[config.mk]
export PLATFORM = sky130hd
export DESIGN_NAME = bin_to_bcd_seq
export DESIGN_NICKNAME = d
export VERILOG_FILES = /design/src/rtl/bin_to_bcd_seq.sv
export SDC_FILE = /design/constraint.sdc
export NUM_CORES = 1
export LEC_CHECK = 0
export BUFFER_PORTS_ARGS = -buffer_cell sky130_fd_sc_hd__buf_2
export CORE_ASPECT_RATIO = 2
export CORE_MARGIN = 4
export CORE_UTILIZATION = 40
export CTS_CLUSTER_SIZE = 30
export DETAILED_ROUTE_END_ITERATION = 6
export MAX_ROUTING_LAYER = met4
export SETUP_SLACK_MARGIN = 0.3
export SYNTH_ARGS = -nofsm -noshare
export SYNTH_HDL_FRONTEND = slang
export SYNTH_SLANG_ARGS = --single-unit
[constraint.sdc]
create_clock -name clk_in -period 1.4 [get_ports clk_in]
set_input_delay 0.07 -clock clk_in [delete_from_list [all_inputs] [get_ports clk_in]]
set_output_delay 0.07 -clock clk_in [all_outputs]
set_load 0.01 [all_outputs]
[src/rtl/bin_to_bcd_seq.sv]
`default_nettype none
// ============================================================================
// Module   : bin_to_bcd_seq
// Brief    : Sequential shift-and-add-3 binary-to-BCD converter, one bit per
//            clock, with held outputs and optional auto-start on input change.
// Revision : 1.0  initial release
// ============================================================================
module bin_to_bcd_seq #(
    parameter int WIDTH  = 8,
    parameter int DIGITS = 3,
    parameter int AUTO   = 0
) (
    input  logic                  clk_in,
    input  logic                  rst_n,
    input  logic [WIDTH-1:0]      data_in,
    input  logic                  start,
    output logic                  busy,
    output logic                  done,
    output logic [4*DIGITS-1:0]   bcd_out
);

    localparam int c_CW = $clog2(WIDTH + 1);

    typedef enum logic [1:0] {
        S_IDLE  = 2'd0,
        S_SHIFT = 2'd1,
        S_DONE  = 2'd2
    } state_t;

    state_t              r_state;
    state_t              w_state_nxt;
    logic [WIDTH-1:0]    r_bin;
    logic [WIDTH-1:0]    r_last;
    logic [4*DIGITS-1:0] r_scratch;
    logic [4*DIGITS-1:0] r_bcd;
    logic [4*DIGITS-1:0] w_adj;
    logic [4*DIGITS-1:0] w_scratch_nxt;
    logic [c_CW-1:0]     r_count;
    logic                w_change;
    logic                w_trigger;
    logic                w_last_shift;

    assign w_change     = (data_in != r_last);
    assign w_trigger    = start | ((AUTO != 0) & w_change);
    assign w_last_shift = (r_count == c_CW'(WIDTH - 1));

    for (genvar d = 0; d < DIGITS; d++) begin : g_adj
        assign w_adj[4*d +: 4] = (r_scratch[4*d +: 4] >= 4'd5) ?
                                 r_scratch[4*d +: 4] + 4'd3 :
                                 r_scratch[4*d +: 4];
    end

    assign w_scratch_nxt = {w_adj[4*DIGITS-2:0], r_bin[WIDTH-1]};

    always_ff @(posedge clk_in or negedge rst_n) begin
        if (!rst_n) begin
            r_state <= S_IDLE;
        end else begin
            r_state <= w_state_nxt;
        end
    end

    always_comb begin
        w_state_nxt = r_state;
        case (r_state)
            S_IDLE:  if (w_trigger)    w_state_nxt = S_SHIFT;
            S_SHIFT: if (w_last_shift) w_state_nxt = S_DONE;
            S_DONE:                    w_state_nxt = S_IDLE;
            default:                   w_state_nxt = S_IDLE;
        endcase
    end

    // bcd_out is loaded on the final shift so it is already valid while done is high.
    always_ff @(posedge clk_in or negedge rst_n) begin
        if (!rst_n) begin
            r_bin     <= '0;
            r_last    <= '0;
            r_scratch <= '0;
            r_bcd     <= '0;
            r_count   <= '0;
        end else begin
            case (r_state)
                S_IDLE: begin
                    if (w_trigger) begin
                        r_bin     <= data_in;
                        r_last    <= data_in;
                        r_scratch <= '0;
                        r_count   <= '0;
                    end
                end
                S_SHIFT: begin
                    r_scratch <= w_scratch_nxt;
                    r_bin     <= {r_bin[WIDTH-2:0], 1'b0};
                    r_count   <= r_count + c_CW'(1);
                    if (w_last_shift) begin
                        r_bcd <= w_scratch_nxt;
                    end
                end
                default: begin
                end
            endcase
        end
    end

    assign busy    = (r_state == S_SHIFT);
    assign done    = (r_state == S_DONE);
    assign bcd_out = r_bcd;

endmodule
`default_nettype wire

==> run_results.csv <==
group,metric,value,unit
cells_and_area,n_antenna_cell,0,
clock_tree,clk-insertion-delay-late,0.30,ns
synth,ys_types,29,
route,vias,1663,
route,dr.pass1.iters,4,
synth,synth_edf_count,0,
synth,ys_seq_elements,38,
route,drtIter0Drc,51,
synth,synth_area_leaders,"dfrtp_1 (50%), mux2_4 (5.5%), o21ai_0 (4.7%), ha_1 (4.6%), a21oi_1 (4.4%)",
timing,fmax,685,MHz
clock_tree,clock-sinks,38,
timing,min_period,1.46,ns
pwr,pwr-share-comb,0.611,
worst_setup_path,end_kind,"flop",
placement,dp_cells,267,
clock_tree,clockBufferDepth,2,
cells_and_area,drive_gt1_frac,0.615,
placement,hpwl,2950,um
grt,grt_usage,0.189,
placement,portBuffers,24,
clock_tree,h-tree-depth,2,
pwr,seqPwrFrac,0.271,
worst_setup_path,crit_required,1.63,ns
synth,synth_fp_nets,194,
grt,grt_max_degree,39,
floorplanning,rows,35,
synth,seq_area_frac_synth,0.496,
worst_setup_path,cp.arrival,1.69,ns
cells_and_area,final_nets,264,
synth,synth_area,0.00192,mm^2
worst_setup_path,start_kind,"flop",
clock_tree,cts_buffers,5,
timing,finClkSkew,0.0113,ns
timing,hold_violations,0,
worst_setup_path,worst-path-max-fanout,3,
grt,grt_pass1_wl,8730,um
timing,rsz0062_at_grt,"true",
min_path,hold_path.class,"input port to flop",
grt,grtUsageMet3,0.0257,
pwr,power.density,2600,mW/mm^2
route,vias_per_cell,5.51,
timing,finalSetupTns,-0.244,ns
floorplanning,start_util,0.413,
timing,worst_slack,-0.0594,ns
synth,synthTopCellsByCount,"dfrtp_1 (38), o21ai_0 (18), a21oi_1 (17)",
timing,relSlewSlack,0.688,
grt,grt.met2_usage,0.340,
route,wl,5410,um
synth,netlist_instances,176,
grt,top_usage_layer,"met2",
synth,synth.avg_cell_area,10.9,um^2
timing,worst_slew_pin_slew,0.468,ns
route,drc,0,
clock_tree,root_buffer,"clkbuf_8",
pwr,leakage,1.33,nW
timing,fin_crit_sh,1.04,
timing,drv_slew,0,
grt,use_met1,0.206,
run_status,failed_checks,"setup timing",
worst_setup_path,crit_type,"flop to flop",
pwr,irDropWorstVdd,1560,uV
floorplanning,fp.dieW,56.9,um
route,wl_per_cell,17.9,um
placement,pre_cts_slack,-0.126,ns
cells_and_area,layout.cells.non_filler,302,
cells_and_area,synthToLayoutAreaGrowth,57.9,%
pwr,p_switching,0.00304,W
floorplanning,core,0.00464,mm^2
run,maxCapViolCount,0,
worst_setup_path,path_cells,"ha_4 -> nand2b_4 -> a21oi_4 -> mux2i_2 -> mux2_4",
pwr,switching_share,0.386,
pwr,p_int,0.00483,W
floorplanning,io_pins,25,
timing,setup_viol,9,
synth,ys_async_sr_fraction,1.00,
worst_setup_path,slowest_delay,0.45,ns
synth,yosysWarnings,0,
floorplanning,dieArea,0.00603,mm^2
floorplanning,die_h,106,um
pwr,clock_power_share,0.119,
clock_tree,cts_tree,"built",
route,antenna_left,0,
grt,grt-ovfl-total,0,
clock_tree,clkTransAtPathRegs,0.08,ns
synth,ys.flop_type,"dfrtp_1",
grt,grt_pass1_vias,1794,
synth,yosysTopAreaCellShare,0.496,
placement,gp_congestion,0.795,
grt,antenna_found_initial,0,
synth,synth_largest_area_cell,"dfrtp_1",
worst_setup_path,slowest_stage,"dfrtp_2",
synth,synth.most_common_cell,"dfrtp_1",
run_status,status,"finished, violations left",
-- cells by family after synthesis --
logic type	synth area share
simple gates	0.128
fa+ha+maj	0.0457
mux	0.0705
compound gates	0.191
xor+xnor	0.0137
flops	0.496
buf+inv	0.0542
-- flip-flops by register name, summed over array words and instances, names as in the netlist --
register / flops
r_count: 4
r_bin: 8
r_scratch: 12
r_state: 2
bcd_out: 12
-- final timing paths --
kind	from	to	slack (ns)	cells after the start
max	r_scratch[8]	bcd_out[10]	-0.06	5
min	data_in[0]	r_bin[0]	0.05	3
max reg2reg	r_scratch[8]	bcd_out[10]	-0.06	5
min reg2reg	bcd_out[10]	bcd_out[10]	0.51	1
max in group asynchronous	rst_n	r_scratch[0]	0.91	3
min in group asynchronous	rst_n	r_scratch[6]	0.26	3
-- power by group through the flow --
stage                     registers [W]  logic [W]  clock network [W]
after global placement          0.00203    0.00292                  0
final                           0.00213    0.00481           0.000933
after floorplan                 0.00208    0.00202                  0
after detailed placement        0.00205    0.00301                  0
after global routing            0.00218    0.00516            0.00101
after CTS                       0.00209    0.00452           0.000950
-- critical path: cells and delay by family, from the launching register on --
kind | cells | cell delay, ns
adder cells (fa/ha/maj) | 1 | 0.17
multiplexers | 2 | 0.45
AND/OR/NAND/NOR | 1 | 0.14
AO/OA/AOI/OAI | 1 | 0.19
flip-flops | 1 | 0.45
-- repair_timing --
action | 4_1_cts | 5_1_grt
endpoints found under the setup margin | 39 | 39
gates cloned | 6 | 0
pin swaps | 32 | 7
hold endpoints to repair | 38 | 0
resized for setup | 89 | 11
hold buffers | 1 | 0
buffers inserted | 17 | 3
-- layout by cell type, fill, tap and decap left out, drive strengths merged, types with 6 or more instances in the layout --
| master | instances |
|---|---|
| buf | 69 |
| dfrtp | 38 |
| a21oi | 21 |
| o21ai | 18 |
| nor2b | 11 |
| a22o | 9 |
| nand2 | 8 |
| mux2 | 7 |
| a22oi | 7 |
| inv | 7 |
| ha | 7 |
| nor2 | 6 |
-- final cells by class --
| class | count | area [um^2] |
|---|---|---|
| inverters | 7 | 28.8 |
| repair buffers | 70 | 636 |
| fillers | 366 | 1620 |
| multi-input cells | 124 | 1230 |
| clock inverters | 3 | 40.0 |
| well taps | 55 | 68.8 |
| flip-flops and latches | 38 | 956 |
| clock buffers | 5 | 68.8 |
-- layer usage --
layer  routed length (um)  vias up
met3                  187       12
met5                    0        -
met2                 3020       42
met1                 2060      836
met4                  148        0
li1                     -      773
-- metrics by stage --
stage	util	hold slack [ns]	total power, W	instance area [um^2]
after floorplan	-	-0.226	0.00410	1990
after global placement	0.492	0.0505	0.00494	2280
after detailed placement	0.492	0.0514	0.00507	2280
after CTS	0.637	0.0480	0.00755	2960
after global routing	0.652	0.0639	0.00835	3030
final	0.652	0.0498	0.00787	3030
No activity file was read; power rests on OpenSTA's default activity.
